[config.mk]
export PLATFORM = sky130hd
export DESIGN_NAME = vend_ctrl_fsm
export DESIGN_NICKNAME = d
export VERILOG_FILES = /design/src/rtl/vend_pkg.sv /design/src/rtl/vend_phase_timer.sv /design/src/rtl/vend_ctrl_fsm.sv
export SDC_FILE = /design/constraint.sdc
export NUM_CORES = 1
export LEC_CHECK = 0
export CAP_MARGIN = 20
export CORE_MARGIN = 3
export CORE_UTILIZATION = 24
export CTS_BUF_LIST = sky130_fd_sc_hd__clkbuf_8
export CTS_CLUSTER_SIZE = 8
export DETAILED_ROUTE_END_ITERATION = 10
export PLACE_DENSITY = 0.44
export SYNTH_ARGS = -nofsm -noshare
export SYNTH_HDL_FRONTEND = slang
export SYNTH_SLANG_ARGS = --single-unit
[constraint.sdc]
create_clock -name clk -period 9.4 [get_ports clk]
set_clock_uncertainty 0.15 [all_clocks]
set_input_delay 1.88 -clock clk [delete_from_list [all_inputs] [get_ports clk]]
set_output_delay 1.88 -clock clk [all_outputs]
set_load 0.02 [all_outputs]
[src/rtl/vend_pkg.sv]
// Shared state encoding and display-selector codes for the vending controller.
package vend_pkg;

  typedef enum logic [2:0] {
    ST_IDLE      = 3'd0,
    ST_CONFIG    = 3'd1,
    ST_SALE      = 3'd2,
    ST_DISPENSE  = 3'd3,
    ST_FLASH     = 3'd4,
    ST_DISPENSE2 = 3'd5,
    ST_CHANGE    = 3'd6
  } vend_state_e;

  localparam logic [2:0] DISP_IDLE   = 3'b001;
  localparam logic [2:0] DISP_CFG    = 3'b010;
  localparam logic [2:0] DISP_SALE   = 3'b011;
  localparam logic [2:0] DISP_CHANGE = 3'b100;
  localparam logic [2:0] DISP_VEND   = 3'b101;
  localparam logic [2:0] DISP_FLASH  = 3'b110;

  function automatic logic is_timed(input vend_state_e s);
    return (s == ST_DISPENSE) || (s == ST_FLASH) || (s == ST_DISPENSE2);
  endfunction

endpackage

[src/rtl/vend_phase_timer.sv]
// Phase counter: clr forces zero, tc flags the last cycle (count DISP_CYCLES-1) of a phase.
module vend_phase_timer #(
  parameter int DISP_CYCLES = 1000
) (
  input  logic clk,
  input  logic rst,
  input  logic clr,
  output logic tc
);

  localparam int TW = (DISP_CYCLES > 1) ? $clog2(DISP_CYCLES) : 1;

  logic [TW-1:0] cnt_q, cnt_d;

  always_comb begin
    cnt_d = clr ? '0 : cnt_q + TW'(1);
  end

  assign tc = (cnt_q == TW'(DISP_CYCLES - 1));

  always_ff @(posedge clk) begin
    if (rst) cnt_q <= '0;
    else     cnt_q <= cnt_d;
  end

endmodule

[src/rtl/vend_ctrl_fsm.sv]
// Vending controller: config, coin credit, timed dispense/flash, change.
// Change return (change_valid/change_amt, credit clear) only when VEND_CHANGE_EN is defined.
module vend_ctrl_fsm
  import vend_pkg::*;
#(
  parameter int N_ITEMS     = 4,
  parameter int CREDIT_W    = 8,
  parameter int DISP_CYCLES = 1000,
  parameter int DEF_PRICE   = 50,
  localparam int IW         = $clog2(N_ITEMS)
) (
  input  logic                clk,
  input  logic                rst,
  input  logic                cfg_mode,
  input  logic                cancel,
  input  logic [IW-1:0]       item_sel,
  input  logic                price_we,
  input  logic [CREDIT_W-1:0] price_in,
  input  logic                coin_valid,
  input  logic [CREDIT_W-1:0] coin_val,
  input  logic                vend_req,
  output logic [2:0]          disp_code,
  output logic [CREDIT_W-1:0] credit,
  output logic [CREDIT_W-1:0] price_out,
  output logic                dispense_valid,
  output logic [IW-1:0]       dispense_item,
  output logic                coin_reject,
  output logic                vend_deny,
  output logic                change_valid,
  output logic [CREDIT_W-1:0] change_amt
);

  vend_state_e         state_q, state_d;
  logic [CREDIT_W-1:0] credit_q, credit_d;
  logic [CREDIT_W-1:0] price_q [N_ITEMS];
  logic [IW-1:0]       item_q, item_d;
  logic                rej_q, rej_d;
  logic                deny_q, deny_d;
  logic                price_wr;
  logic                tmr_clr, tmr_tc;
  logic                sel_ok;
  logic [CREDIT_W-1:0] sel_price;
  logic [CREDIT_W:0]   coin_sum;
  logic                coin_fits;

  // Non-existent products read as the maximum price and can never be bought.
  assign sel_ok    = (int'(item_sel) < N_ITEMS);
  assign sel_price = sel_ok ? price_q[item_sel] : '1;
  assign price_out = sel_price;
  assign coin_sum  = {1'b0, credit_q} + {1'b0, coin_val};
  assign coin_fits = ~coin_sum[CREDIT_W];

  vend_phase_timer #(
    .DISP_CYCLES(DISP_CYCLES)
  ) u_timer (
    .clk(clk),
    .rst(rst),
    .clr(tmr_clr),
    .tc (tmr_tc)
  );

  // Coins are accepted only in IDLE (which starts a sale) and SALE; anywhere else they bounce.
  always_comb begin
    state_d  = state_q;
    credit_d = credit_q;
    item_d   = item_q;
    rej_d    = 1'b0;
    deny_d   = 1'b0;
    price_wr = 1'b0;
    case (state_q)
      ST_IDLE: begin
        if (cfg_mode) begin
          state_d = ST_CONFIG;
          rej_d   = coin_valid;
        end else if (coin_valid) begin
          state_d = ST_SALE;
          if (coin_fits) credit_d = coin_sum[CREDIT_W-1:0];
          else           rej_d    = 1'b1;
        end
      end
      ST_CONFIG: begin
        rej_d    = coin_valid;
        price_wr = price_we && sel_ok;
        if (cancel)         state_d = ST_IDLE;
        else if (!cfg_mode) state_d = ST_SALE;
      end
      ST_SALE: begin
        if (cancel) begin
          state_d = ST_CHANGE;
          rej_d   = coin_valid;
        end else if (coin_valid) begin
          if (coin_fits) credit_d = coin_sum[CREDIT_W-1:0];
          else           rej_d    = 1'b1;
        end else if (cfg_mode && (credit_q == '0)) begin
          state_d = ST_CONFIG;
        end else if (vend_req) begin
          if (sel_ok && (credit_q >= sel_price)) begin
            state_d  = ST_DISPENSE;
            credit_d = credit_q - sel_price;
            item_d   = item_sel;
          end else begin
            deny_d = 1'b1;
          end
        end
      end
      ST_DISPENSE: begin
        rej_d = coin_valid;
        if (tmr_tc) state_d = ST_FLASH;
      end
      ST_FLASH: begin
        rej_d = coin_valid;
        if (tmr_tc) state_d = ST_DISPENSE2;
      end
      ST_DISPENSE2: begin
        rej_d = coin_valid;
        if (tmr_tc) state_d = ST_CHANGE;
      end
      ST_CHANGE: begin
        rej_d   = coin_valid;
        state_d = ST_IDLE;
`ifdef VEND_CHANGE_EN
        credit_d = '0;
`endif
      end
      default: begin
        state_d  = ST_IDLE;
        credit_d = '0;
        item_d   = '0;
      end
    endcase
    tmr_clr = (state_d != state_q) || !is_timed(state_q);
  end

  always_comb begin
    disp_code      = DISP_IDLE;
    dispense_valid = 1'b0;
    change_valid   = 1'b0;
    change_amt     = '0;
    case (state_q)
      ST_IDLE:      disp_code = DISP_IDLE;
      ST_CONFIG:    disp_code = DISP_CFG;
      ST_SALE:      disp_code = DISP_SALE;
      ST_DISPENSE: begin
        disp_code      = DISP_VEND;
        dispense_valid = 1'b1;
      end
      ST_FLASH:     disp_code = DISP_FLASH;
      ST_DISPENSE2: begin
        disp_code      = DISP_VEND;
        dispense_valid = 1'b1;
      end
      ST_CHANGE: begin
        disp_code = DISP_CHANGE;
`ifdef VEND_CHANGE_EN
        change_valid = 1'b1;
        change_amt   = credit_q;
`endif
      end
      default:      disp_code = DISP_IDLE;
    endcase
  end

  assign credit        = credit_q;
  assign dispense_item = item_q;
  assign coin_reject   = rej_q;
  assign vend_deny     = deny_q;

  always_ff @(posedge clk) begin
    if (rst) begin
      state_q  <= ST_IDLE;
      credit_q <= '0;
      item_q   <= '0;
      rej_q    <= 1'b0;
      deny_q   <= 1'b0;
      for (int i = 0; i < N_ITEMS; i++) price_q[i] <= CREDIT_W'(DEF_PRICE);
    end else begin
      state_q  <= state_d;
      credit_q <= credit_d;
      item_q   <= item_d;
      rej_q    <= rej_d;
      deny_q   <= deny_d;
      if (price_wr) price_q[item_sel] <= price_in;
    end
  end

endmodule

[Word-level counts from Yosys, hierarchy flattened]
Memories as Yosys holds them, arrays and structs flattened.
Index checks and enable logic that the tools add are counted.
Storage, ports and cells
  flip-flop bits (word level): 25
  memory bits (writable): 32
  output and inout bits: 33
  memories: 1
Operators by class
  $add $sub $neg: 3
  order comparisons: 1
  equality and inequality tests: 18
  multiplexer cells: 45
  bitwise logic cells: 4
  reductions and logical operators: 15
Memories
  price_q: depth 4, width 8, read ports 1, clocked after memory_dff 0, write ports 4, RTL line vend_ctrl_fsm.sv:35  | logic [CREDIT_W-1:0] price_q [N_ITEMS];
Operators by type and width (count)
  8-bit two-way mux: 9
  3-bit two-way mux: 12
  8-bit case mux with 3 select lines: 1
  3-bit case mux with 6 select lines: 1
  3-bit case mux with 5 select lines: 1
  2-bit != test, second input constant: 7
  1-bit two-way mux: 13
  2-bit two-way mux: 6
  6-bit OR reduction: 2
  10-bit by 1-bit adder with 10-bit output, second input constant: 1
  10-bit equality test, second input constant: 1
  8-bit by 8-bit adder with 9-bit output: 1
  3-bit equality test, second input constant: 3
  3-bit != test, second input constant: 3
  8-bit >= comparator: 1
  8-bit logical NOT: 1
  8-bit OR reduction: 1
  8-bit subtractor: 1
  7-bit AND reduction: 1
  3-bit by 2-bit equality test with 1-bit output, second input constant: 2
  6-bit AND reduction: 1
  5-bit OR reduction: 1
  1-bit NOT: 4
  2-bit case mux with 2 select lines: 1
  other kinds (8): 11

[Longest topological paths before layout]
An unclocked memory read counts as a cell.
  depth in word-level cells: 11
  gate-level depth with buffers: 11

[Modules after synthesis]
From an unflattened synthesis, not the netlist that was laid out.
Unflattened totals
  cell total of the unflattened synthesis: 363
  area total of the unflattened synthesis: 3657.3 sq um
By module, submodules not included
  vend_ctrl_fsm: times used 1, cells each 314, area an instance 3215.6 sq um, sequential area each 1261.2 sq um
  vend_phase_timer: times used 1, cells each 49, area an instance 441.7 sq um, sequential area each 200.2 sq um

[Least setup slack after synthesis]
OpenSTA, ideal clock, no wires.
  kind: input-to-reg
  start point: input port item_sel[0]
  end point: register credit_q[0], in the netlist credit[0]
  setup time: 117 ps
  data arrival time: 4604 ps
  setup slack: 4530 ps
  stages on the path: 10
  path through: buf_2 mux4_2 ha_1 fa_1 nand2b_1 a211oi_2 o32ai_2 o31ai_4 a21oi_4 a22o_1
On the way
  word-level cells in the longest chain between the ends: 8
  elaborated cells on any way between the ends: 11
  classes of those cells: add/sub: 1; order compare: 1; eq/ne: 1; mux: 6; reduce/logical: 1; memory: 1
Ends and longest elaborated chain
  from (decl): RTL line vend_ctrl_fsm.sv:16  | input logic [IW-1:0] item_sel,
  memory 4 x 8 bit (*)
  via price_out[0]: RTL line vend_ctrl_fsm.sv:24  | output logic [CREDIT_W-1:0] price_out,
  8-bit subtractor: RTL line vend_ctrl_fsm.sv:99  | credit_d = credit_q - sel_price;
  8-bit two-way mux: RTL line vend_ctrl_fsm.sv:97  | if (sel_ok && (credit_q >= sel_price)) begin
  8-bit two-way mux: RTL line vend_ctrl_fsm.sv:96  | end else if (vend_req) begin
  8-bit two-way mux: RTL line vend_ctrl_fsm.sv:94  | end else if (cfg_mode && (credit_q == '0)) begin
  8-bit two-way mux: RTL line vend_ctrl_fsm.sv:91  | end else if (coin_valid) begin
  8-bit two-way mux: RTL line vend_ctrl_fsm.sv:88  | if (cancel) begin
  8-bit case mux with 3 select lines: RTL line vend_ctrl_fsm.sv:70  | case (state_q)
  to (signal assigned): RTL line vend_ctrl_fsm.sv:178  | credit_q <= credit_d;
  to (decl): RTL line vend_ctrl_fsm.sv:34  | logic [CREDIT_W-1:0] credit_q, credit_d;
Mark *: on every way through the listed nets, which the timed path passes. The rest lies on a longest branch. The select of a mux whose other input is x is not followed.
A chain may end at the register's enable or synchronous reset.

[Final worst setup path]
  start point: input port item_sel[0]
  end point: output port price_out[1]
On the way
  word-level cells in the longest chain between the ends: 1
Ends and longest elaborated chain (RTL line)
  memory 4 x 8 bit
  to (decl): vend_ctrl_fsm.sv:24
Every way passes these cells.

==> summary.md <==
| Metric | Value |
|---|---|
| Run status | `finished, final reports clean` |
| Detailed router's first-iteration violation count | `roughly 110` |
| Latest clock arrival within the worst-skew pair | `0.35 ns` |
| Top post-synthesis cells by area | `sky130_fd_sc_hd__edfxtp_1, sky130_fd_sc_hd__dfxtp_1, sky130_fd_sc_hd__ha_1, sky130_fd_sc_hd__mux4_2, sky130_fd_sc_hd__and2_1` |
| Total chip power | `approximately 0.71 mW` |
| Horizontal die dimension | `~130 um` |
| Post-synthesis sequential area ratio | `slightly above 40%` |
| Most common cell in the synthesized netlist | `sky130_fd_sc_hd__edfxtp_1` |
| F_max | `about 0.16 GHz` |
| Unrepaired setup endpoints after global routing | `false` |
| Vias/cell | `approximately 4.6` |
| Number of warnings reported in the yosys synthesis log | `0` |
| Ratio of cells with drive above 1 in the final layout | `between 10% and 20%` |
| Category of the worst setup path launch point | `input pin` |
| Post-CTS sizing | `0` |
| P per Cell Area | `163 nW/um2` |
| Count of different cell masters after synthesis | `between 60 and 70` |
| Deepest clock path buffer count | `2` |
| Worst EP required | `roughly 7.4 ns` |
| Cell Int Power | `slightly below 0.5 mW` |
| Relative area change from synthesis to final layout | `22.7%` |
| Total number of vias | `around 2700` |
| Post-CTS setup buffers | `0` |
| Post-Layout Cell Count | `just under 600` |
| Max Cap Viol | `0` |
| Post-DP Area | `4190 um2` |
| Worst R2R Path Depth | `5` |
| CTS clock-pin slew for the worst setup and hold paths | `0.06 ns` |
| Inst Count DP | `563` |
| Ys flop type | `sky130_fd_sc_hd__edfxtp_1` |
| Instance count along the most critical hold path | `1` |
| Post-synth design cell area | `~3600 um2` |
| Number of design rule violations left after detail routing | `0` |
| Drt first pass iters | `4` |
| Comb power frac | `between 20% and 30%` |
| Crit path arrival time | `around 4.1 ns` |
| Final number of setup-violating endpoints | `0` |
| Launching point of the worst reg2reg path | `state_q[0]` |
| Hold-fix buffers at CTS | `0` |
| List of most frequent post-synthesis cells | `sky130_fd_sc_hd__edfxtp_1, sky130_fd_sc_hd__nor2_1, sky130_fd_sc_hd__dfxtp_1` |
| Wire per inst | `about 15 um` |
| Max transition margin | `between 40% and 50%` |
| Effective utilization at floorplan | `25.2%` |
| Worst VDD drop | `around 0.000088 V` |
| Sw Share | `about a third` |
| Initial antenna violation count | `0` |
| Setup slack on the worst flop-to-flop path | `just over 6 ns` |
| Min-Delay Endpoint | `u_timer.cnt_q[0]` |
| Critical path peak fanout | `13` |
| H-tree levels | `3` |
| Critical setup path kind | `input pin to primary output` |
| Number of sinks handled by clock tree synthesis | `57` |
| CP Capture Type | `primary output` |
| Reported leakage power | `approximately 1.6 nW` |
| Share of synthesized flip-flops with an asynchronous set or reset | `0%` |
| Final-layout setup total negative slack | `0 ns` |
| Buffer cell driving the clock tree root | `sky130_fd_sc_hd__clkbuf_8` |
| First-pass GRT wire length | `around 14000 um` |
| Share of the core filled with cells | `between 30 and 40%` |
| Vias in the first global route | `2601` |
| Final Hold Violating Endpoints | `0` |
| Area of the die | `approximately 16000 um2` |
| Worst R2R End | `price_q[0][3]` |
| Dpl hpwl | `approximately 6500 um` |
| Mean instance size in the synthesized netlist | `10.3 um2` |
| Synth Register Bits | `57` |
| Diodes inserted | `0` |
| Cell taking the most area after synthesis | `sky130_fd_sc_hd__edfxtp_1` |
| Top cell type's share of synthesized area | `~27%` |
| Count of final max-slew check failures | `0` |
| Row count | `43` |
| Global-route congestion overflow total | `0` |
| Startpoint of the most critical hold path | `u_timer.cnt_q[0]` |
| Pin count of the biggest net entering global routing | `18` |
| Final critical delay including setup and external delays | `6.13 ns` |
| Number of nets with antenna violations after detailed routing | `0` |
| Nets@finish | `about 440` |
| Net load switching power | `between 0.2 and 0.25 mW` |
| Clk pwr share | `32.6%` |
| CTS tree | `yes` |
| GRT Total Usage | `11.1%` |
| Ratio of final minimum period to clock period | `roughly 65%` |
| Height of the die | `128 um` |
| Fraction of power consumed by sequential logic | `41.0%` |
| Hold Crit Class | `register to register` |
| Wire length after detailed routing | `around 9000 um` |
| Final non-filler cell area | `approximately 4400 um2` |
| Count of buffers from port buffering | `48` |
| Last weighted congestion value of the routability-driven placer | `0.747` |
| Total CTS buffers | `9` |
| Number of top-level design ports | `between 50 and 60` |
| Core area | `approximately 14000 um2` |
| Worst-margin pin slew | `roughly 0.9 ns` |
| EDFF count, synth | `32` |
| Cells after Synth | `347` |
-- worst max-delay path by stage --
stage                startpoint  slack, ns           end
global route        item_sel[0]       3.13  price_out[1]
detailed placement  item_sel[0]       3.22  price_out[1]
CTS                 item_sel[0]       3.22  price_out[1]
global placement    item_sel[0]       3.20  price_out[1]
floorplan           item_sel[0]       4.53     credit[0]
finish              item_sel[0]       3.27  price_out[1]
-- layout by cell type, fill, tap and decap left out, drive strengths merged, types with 3 or more instances in the layout --
cell type and count:
clkdlybuf4s50 48, edfxtp 32, nor2 29, dfxtp 25, and2 21, nand2b 18
inv 18, ha 17, a21oi 17, nand2 15, o21ai 14, xor2 13
conb 9, clkbuf 9, mux4 8, o22ai 8, nor3 8, a22o 7
or2 7, nand3 6, o21a 6, xnor2 5, nand4 4, nor4 4
nor2b 4, clkinv 4, and3 3, mux2i 3, a21o 3, a31oi 3
-- logic make-up after synthesis --
| logic type | after synthesis | share of synthesized area, % |
|---|---|---|
| compound gates | 72 | 15.1 |
| other cells | 1 | 0.105 |
| fa+ha+maj | 19 | 7.07 |
| flops | 57 | 40.9 |
| xor+xnor | 18 | 4.41 |
| buf+inv | 38 | 5.25 |
| simple gates | 131 | 21.3 |
| mux | 11 | 5.88 |
-- sequential cells by signal, summed over array words and instances, names as in the netlist --
register       flops
credit             8
u_timer.cnt_q     10
vend_deny          1
dispense_item      2
coin_reject        1
state_q            3
price_q           32
-- layer usage --
metal / part of all wire (%) / vias up / GRT usage (%)
li1: - / 1346 / -
met3: 6.2 / 7 / 3.17
met5: 0 / - / 0
met1: 45 / 1255 / 14.1
met2: 48 / 71 / 18.0
met4: 1.2 / 0 / 3.75
-- power groups by stage --
stage          clock [mW]  combinational (mW)  sequential (mW)
6_report            0.232               0.189            0.292
5_1_grt             0.250               0.209            0.295
4_1_cts             0.240               0.191            0.292
3_5_place_dp            0               0.190            0.298
3_3_place_gp            0               0.189            0.298
2_1_floorplan           0               0.135            0.293
-- metrics by stage --
step	setup slack, ns	hold slack (ns)
detailed placement	3.22	0.304
global placement	3.20	0.296
global route	3.13	0.361
floorplan	4.53	0.280
CTS	3.22	0.319
finish	3.27	0.312
-- cell type report --
cell class              count  area [um2]
clock inverters             7        71.3
inverters                  18        67.6
repair buffers             48         480
well taps                 180         225
clock buffers               9         124
fillers                  1511        9820
multi-input cells         260        1960
flip-flops and latches     57        1460
-- worst max-delay path, cell delays in order --
cell and delay (ns):
sky130_fd_sc_hd__clkdlybuf4s50_1 0.99, sky130_fd_sc_hd__mux4_2 0.65, sky130_fd_sc_hd__clkdlybuf4s50_1 0.57
Note: power is estimated with default switching activity, not from simulation.
